### config.mk
export PLATFORM = sky130hd
export DESIGN_NAME = bus_arbiter
export DESIGN_NICKNAME = d
export VERILOG_FILES = /design/src/rtl/bus_arbiter.sv
export SDC_FILE = /design/constraint.sdc
export NUM_CORES = 1
export LEC_CHECK = 0
export BUFFER_PORTS_ARGS = -buffer_cell sky130_fd_sc_hd__buf_2
export CORE_UTILIZATION = 30
export DETAILED_ROUTE_END_ITERATION = 16
export SETUP_SLACK_MARGIN = 0.4
export SYNTH_ARGS = -nofsm -noshare
export SYNTH_HDL_FRONTEND = slang
export SYNTH_SLANG_ARGS = --single-unit
### constraint.sdc
create_clock -name i_clock -period 1.7 [get_ports i_clock]
set_input_delay 0 -clock i_clock [delete_from_list [all_inputs] [get_ports i_clock]]
set_output_delay 0 -clock i_clock [all_outputs]
set_load 0.05 [all_outputs]
### src/rtl/bus_arbiter.sv
// rtl/bus_arbiter.sv - two-requester (CPU/DMA) external memory bus arbiter with RAM/ROM chip selects
// Optional round-robin tie-break: define ARB_ROUND_ROBIN_EN; default build uses fixed CPU priority.
module bus_arbiter #(
    parameter int unsigned WAIT_STATES = 1
) (
    input  logic        i_clock,
    input  logic        i_reset_n,
    input  logic        i_cpu_req,
    input  logic        i_cpu_write,
    input  logic [15:0] i_cpu_address,
    input  logic [7:0]  i_cpu_wdata,
    output logic        o_cpu_ack,
    input  logic        i_dma_req,
    input  logic        i_dma_write,
    input  logic [15:0] i_dma_address,
    input  logic [7:0]  i_dma_wdata,
    output logic        o_dma_ack,
    output logic [7:0]  o_rdata,
    output logic [15:0] o_address_bus,
    output logic        o_ram_enable,
    output logic        o_rom_enable,
    output logic        o_write,
    output logic        o_write_bar,
    output logic [7:0]  o_data_out,
    output logic        o_data_oe,
    input  logic [7:0]  i_data_in,
    output logic        o_busy
);

    localparam logic [2:0] LP_LAST_WAIT = 3'(WAIT_STATES);

    typedef enum logic [1:0] {
        ST_IDLE,
        ST_SETUP,
        ST_ACCESS,
        ST_DONE
    } state_t;

    state_t      r_state;
    state_t      w_next_state;
    logic [2:0]  r_wait_cnt;
    logic        r_last_dma;
    logic        r_write;
    logic [15:0] r_addr;
    logic [7:0]  r_wdata;
    logic [7:0]  r_rdata;

    logic w_any_req;
    logic w_grant_dma;
    logic w_enable;
    logic w_strobe;
    logic w_capture;
    logic w_cpu_ack;
    logic w_dma_ack;

    assign w_any_req = i_cpu_req | i_dma_req;

`ifdef ARB_ROUND_ROBIN_EN
    // On a tie, the requester that did not win last time gets the bus.
    assign w_grant_dma = i_dma_req & (~i_cpu_req | ~r_last_dma);
`else
    assign w_grant_dma = i_dma_req & ~i_cpu_req;
`endif

    always_comb begin
        w_next_state = r_state;
        w_enable     = 1'b0;
        w_strobe     = 1'b0;
        w_capture    = 1'b0;
        w_cpu_ack    = 1'b0;
        w_dma_ack    = 1'b0;
        case (r_state)
            ST_IDLE: begin
                if (w_any_req) begin
                    w_next_state = ST_SETUP;
                end
            end
            ST_SETUP: begin
                w_enable     = 1'b1;
                w_next_state = ST_ACCESS;
            end
            ST_ACCESS: begin
                w_enable = 1'b1;
                // ROM is never strobed; a ROM write simply completes as a no-op.
                w_strobe = r_write & r_addr[15];
                if (r_wait_cnt == LP_LAST_WAIT) begin
                    w_capture    = ~r_write;
                    w_next_state = ST_DONE;
                end
            end
            ST_DONE: begin
                w_cpu_ack    = ~r_last_dma;
                w_dma_ack    = r_last_dma;
                w_next_state = ST_IDLE;
            end
            default: begin
                w_next_state = ST_IDLE;
            end
        endcase
    end

    always_ff @(posedge i_clock or negedge i_reset_n) begin
        if (!i_reset_n) begin
            r_state    <= ST_IDLE;
            r_wait_cnt <= 3'd0;
            r_last_dma <= 1'b1;
            r_write    <= 1'b0;
            r_addr     <= 16'h0000;
            r_wdata    <= 8'h00;
            r_rdata    <= 8'h00;
        end else begin
            r_state <= w_next_state;
            if (r_state == ST_IDLE && w_any_req) begin
                r_last_dma <= w_grant_dma;
                r_write    <= w_grant_dma ? i_dma_write   : i_cpu_write;
                r_addr     <= w_grant_dma ? i_dma_address : i_cpu_address;
                r_wdata    <= w_grant_dma ? i_dma_wdata   : i_cpu_wdata;
            end
            if (r_state == ST_ACCESS && r_wait_cnt != LP_LAST_WAIT) begin
                r_wait_cnt <= r_wait_cnt + 3'd1;
            end else begin
                r_wait_cnt <= 3'd0;
            end
            if (w_capture) begin
                r_rdata <= i_data_in;
            end
        end
    end

    assign o_cpu_ack     = w_cpu_ack;
    assign o_dma_ack     = w_dma_ack;
    assign o_rdata       = r_rdata;
    assign o_address_bus = r_addr;
    assign o_ram_enable  = w_enable & r_addr[15];
    assign o_rom_enable  = w_enable & ~r_addr[15];
    assign o_write       = w_strobe;
    assign o_write_bar   = ~w_strobe;
    assign o_data_oe     = w_strobe;
    assign o_data_out    = w_strobe ? r_wdata : 8'h00;
    assign o_busy        = (r_state != ST_IDLE);

endmodule
Yosys cells after proc, flatten, opt, wreduce, memory -nomap -nowiden
Index checks and enable logic that the tools add are counted. Widths: inputs -> output; s select.

Bitwise logic cells: 10. Divide/modulo/power cells: 0. Mux-type cells: 14. Shifts and indexed selects: 0. Equality and inequality tests: 7. Add/subtract/negate cells: 1. $lt $le $gt $ge: 0. Multipliers: 0. Reduce and logical (&&, ||, !) cells: 6.

Operators by type and width (count): $mux 16 (1); $mux 8 (2); $pmux 2 s4 (1); $mux 1 (7); $not 1->1 (5); $and 1x1->1 (4); $eq 2x2->1 const B (2); $mux 2 (2); $ne 2x2->1 const B (2); $add 3x1->3 const B (1); $eq 3x1->1 const B (1); $mux 3 (1); $ne 3x1->1 const B (1); $eq 2x1->1 const B (1); $logic_and 1x1->1 (2); $logic_not 2->1 (1); $reduce_and 2->1 (1); $reduce_bool 2->1 (1); $reduce_or 2->1 (1); $or 1x1->1 (1).

Latch bits: 0. Flip-flop bits (word level): 39. Memories kept: 0. Word-level logic and storage cells: 45. RAM bits: 0. Bits in read-only memories: 0.

Logic depth before layout (Yosys ltp)
Depth after elaboration: 4. Mapped depth: 6.

Worst setup path after synthesis
OpenSTA, ideal clock, no wires.

Path type: register to output. From: reg r_addr[15], in the netlist o_address_bus[15]. To: out o_data_out[0]. Arrival: 1991 ps. Setup slack: -291 ps. Path buffers: 1. Stages on the path, launching flop included: 4. Cells stage by stage: dfrtp_1 and3_1 clkbuf_1 and2_1.

Word-level cells in the longest chain between the ends: 3.

RTL lines: start, declared (line 44) `logic [15:0] r_addr;`; start signal, assigned (line 116) `r_addr <= w_grant_dma ? i_dma_address : i_cpu_address;`; $and 1x1->1 (line 85) `w_strobe = r_write & r_addr[15];`; $mux 1 (line 72) `case (r_state)`; named net o_data_oe (line 25) `output logic o_data_oe,`; $mux 8 (line 139) `assign o_data_out = w_strobe ? r_wdata : 8'h00;`; end, declared (line 24) `output logic [7:0] o_data_out,`.

The timed path passes the listed nets, and every way through them passes these cells.

Worst setup path after layout
From: reg r_state[0]. To: reg r_state[1].

Word-level cells in the longest chain between the ends: 3. Elaborated cells between the ends (all ways): 8. Classes of those cells: eq/ne (5); mux (1); reduce/logical (2).

RTL lines: start, declared (line 39) `state_t r_state;`; start signal, assigned (line 112) `r_state <= w_next_state;`; $eq 2x2->1 / $logic_not 2->1 (equally long branches) (line 72); $ne 2x2->1 (no source line); $reduce_and 2->1 (no source line).

Parallel ways exist; a longest one is shown, timed or not. A chain may end at the register's enable or synchronous reset.

==> summary.json <==
{
  "timing": {
    "tns_ps": 0,
    "finClkSkew_ps": 7.52,
    "final.period_utilization_pct": 86.9,
    "tightestPinTransition_ps": 707,
    "hold_viol_final": 10,
    "final_slew_violations": 0,
    "unrepaired_setup_endpoints_after_global_routing": "true",
    "achievable-frequency_mhz": 677,
    "finalCriticalPeriod_ps": 1480,
    "slew-limit-headroom_pct": 52.9,
    "finalWorstSetupSlack_ps": 223,
    "timing.final.setup_violations": 0,
    "hold_slack_ps": -17.9
  },
  "clock_tree": {
    "clock_path_buffers": 2,
    "tritoncts": "done",
    "cts_num_sinks": 39,
    "clkLatencyLatePin_ps": 290,
    "cts_root_buf": "clkbuf_8",
    "cts_max_level": 2,
    "clkSlewWorstSetupHoldPaths_ps": 70,
    "cts_buffers": 5
  },
  "critical_path": {
    "r2r_setup_slack_ps": 220,
    "regToRegStartpoint": "r_state[0]$_DFFE_PN0P_",
    "critPathMaxFanout": 3,
    "reg2regPathDepth": 6,
    "worstPathRequired_ps": 1880,
    "startpoint_class_of_the_critical_path": "register",
    "path_class": "reg -> reg",
    "worst-endpoint-arrival_ps": 1650,
    "element_type_at_the_critical_path_end": "register",
    "endpoint_of_the_lowest_slack_register_to_register_path": "r_state[1]$_DFFE_PN0P_",
    "worst_setup_path_startpoint": "r_state[0]$_DFFE_PN0P_"
  },
  "layout": {
    "fin_cells": 390,
    "layout_area_overhead_pct": 73.2,
    "commonest_non_fill_non_tap_cell_in_the_layout": "buf_2",
    "finalNetCount": 382,
    "layout.cells.most_common_list": "85 x buf_2, 36 x dfrtp_1, 26 x nand2_1",
    "share_of_cells_above_drive_strength_1_pct": 54.9,
    "insertedDiodeCount": 0,
    "final_design_area_no_fill_um2": 3280
  },
  "die": {
    "fp.coreArea_um2": 5990,
    "pin_count": 102,
    "dieArea_um2": 6640,
    "chipWidth_um": 81.5,
    "effective_utilization_at_floorplan_pct": 31.6,
    "dieHeight_um": 81.5,
    "placementRows": 28
  },
  "global_route": {
    "number_of_global_route_vias_before_repair": 1782,
    "grt_start_max_net_pins": 32,
    "gr-usage-all-layers_pct": 18.3,
    "global_route.overflow_total": 0,
    "grt_antenna_before_repair": 0,
    "grt_first_pass_wirelength_um": 8800
  },
  "routing": {
    "drtIter0Drc": 55,
    "number_of_nets_still_failing_antenna_checks_after_routing": 0,
    "drtPass1Iterations": 4,
    "wirelength_um": 5800,
    "detail_route.wl_per_cell_um": 14.9,
    "detail_route.vias_per_cell": 4.60,
    "dr_total_vias": 1794,
    "drc_errors": 0
  },
  "hold_path": {
    "worstHoldStart": "i_cpu_address[9]",
    "number_of_instances_on_the_worst_hold_path": 3,
    "worst_hold_path_type": "in -> reg",
    "whs_endpoint": "o_address_bus[9]$_DFFE_PN0P_"
  },
  "flow_run": {
    "maximum_capacitance_violations": 0
  },
  "pwr": {
    "power-per-cell-area_nw_per_um2": 1880,
    "power_leakage_uw": 0.00160,
    "max-vdd-ir-drop_mv": 1.16
  },
  "run_status": {
    "run_status": "finished with violations",
    "violations": "hold timing"
  },
  "synthesis": {
    "synth_cell_types": 24,
    "syn-mean-instance-area_um2": 11.1,
    "postSynthRegisterBits": 39,
    "yosys_warnings": 0,
    "synthesis.area_um2": 1900,
    "synth_fp_nets": 239,
    "ys_seq_area_share_pct": 51.6,
    "postSynthCellCount": 171
  },
  "placed_design": {
    "port_buffers": 101,
    "pre_cts_ws_ps": 99.0,
    "placedCellCount": 340,
    "placed_cell_area_um2": 2500,
    "final_wtd_congestion": 0.675,
    "hpwl_um": 3070
  }
}
-- routing by layer --
metal | GRT usage, % | routed length [µm]
met1 | 22.7 | 2570
met2 | 30.9 | 2830
met3 | 3.67 | 269
met4 | 7.14 | 123
met5 | 0 | 0
-- where the power goes --
group          internal, µW  leakage (µW)  switching, µW
Sequential             1380      0.000480            311
Combinational          1490       0.00107           2350
Clock                   327     0.0000482            324
Total                  3190       0.00160           2990
-- timing repair --
action,CTS,global route
cloned,6,0
endpoints found under the setup margin,51,51
setup buffers,12,5
endpoints found under the hold margin,43,0
hold buffers,19,0
gates resized for setup,67,30
pin swaps,8,26
-- how the worst max path moves through the flow --
stage	endpoint	slack (ps)	cells past startpoint
floorplan	o_rdata[1]$_DFFE_PN0P_	220	5
global placement	o_rdata[7]$_DFFE_PN0P_	130	5
detailed placement	o_rdata[7]$_DFFE_PN0P_	100	5
CTS	o_data_out[6]	180	5
global route	o_data_out[7]	180	5
finish	r_state[1]$_DFFE_PN0P_	220	6
-- sequential cells by signal (all words and copies together) (netlist names) --
| register | flops |
|---|---|
| o_address_bus | 16 |
| o_rdata | 8 |
| r_last_dma | 1 |
| r_state | 2 |
| r_wait_cnt | 3 |
| r_wdata | 8 |
| r_write | 1 |
-- cell usage after synthesis --
cell type  number  share of area (%)
ha_1            6                4.0
mux2_2          9                5.3
xnor2_1         1               0.46
o21ai_1         1               0.26
nor2b_1         2               0.66
nor3b_1         1               0.40
nor3b_4         1               0.99
a21oi_1         3               0.79
inv_1           5               0.99
dfrtp_1        38                 50
and3_1          1               0.33
buf_4           1               0.40
buf_8           2                1.6
o32a_1          1               0.53
nor2_1          3               0.59
nand2_1        26                5.1
buf_6           1               0.59
and2_1         10                3.3
clkbuf_1        6                1.2
nand2b_4        1               0.73
o21ai_0        25                6.6
dfstp_2         1                1.4
mux2i_1        25                 13
and2b_1         1               0.40
-- cell families (layout without fill, tap and decap cells) --
logic type / after synthesis / after routing / synth area share [%]
compound gates: 30 / 35 / 8.18
xor+xnor: 1 / 1 / 0.462
fa+ha+maj: 6 / 6 / 3.96
buf+inv: 15 / 153 / 4.75
flops: 39 / 39 / 51.6
mux: 34 / 34 / 18.5
simple gates: 46 / 47 / 12.5
-- layout make-up --
class                      count  area, µm²
fill                         525       2710
multi-input combinational    123       1080
timing repair buffer         140       1020
sequential                    39        980
tap                           75       93.8
clock buffer                   7       86.3
inverter                       5       21.3
clock inverter                 1       5.00
-- worst max-delay path: stages, from the launching register on --
cell,delay (ps)
dfrtp_1,360
inv_2,60
buf_4,140
ha_4,170
nor3b_4,150
a21oi_2,160
mux2_4,310
-- metrics by stage --
stage,total power [µW],util [%]
after floorplan,3800,-
after global placement,4400,41.8
after detailed placement,4450,41.8
after CTS,6030,53.4
after global routing,6530,54.8
final,6180,54.8
Note: power is estimated with default switching activity, not from simulation.
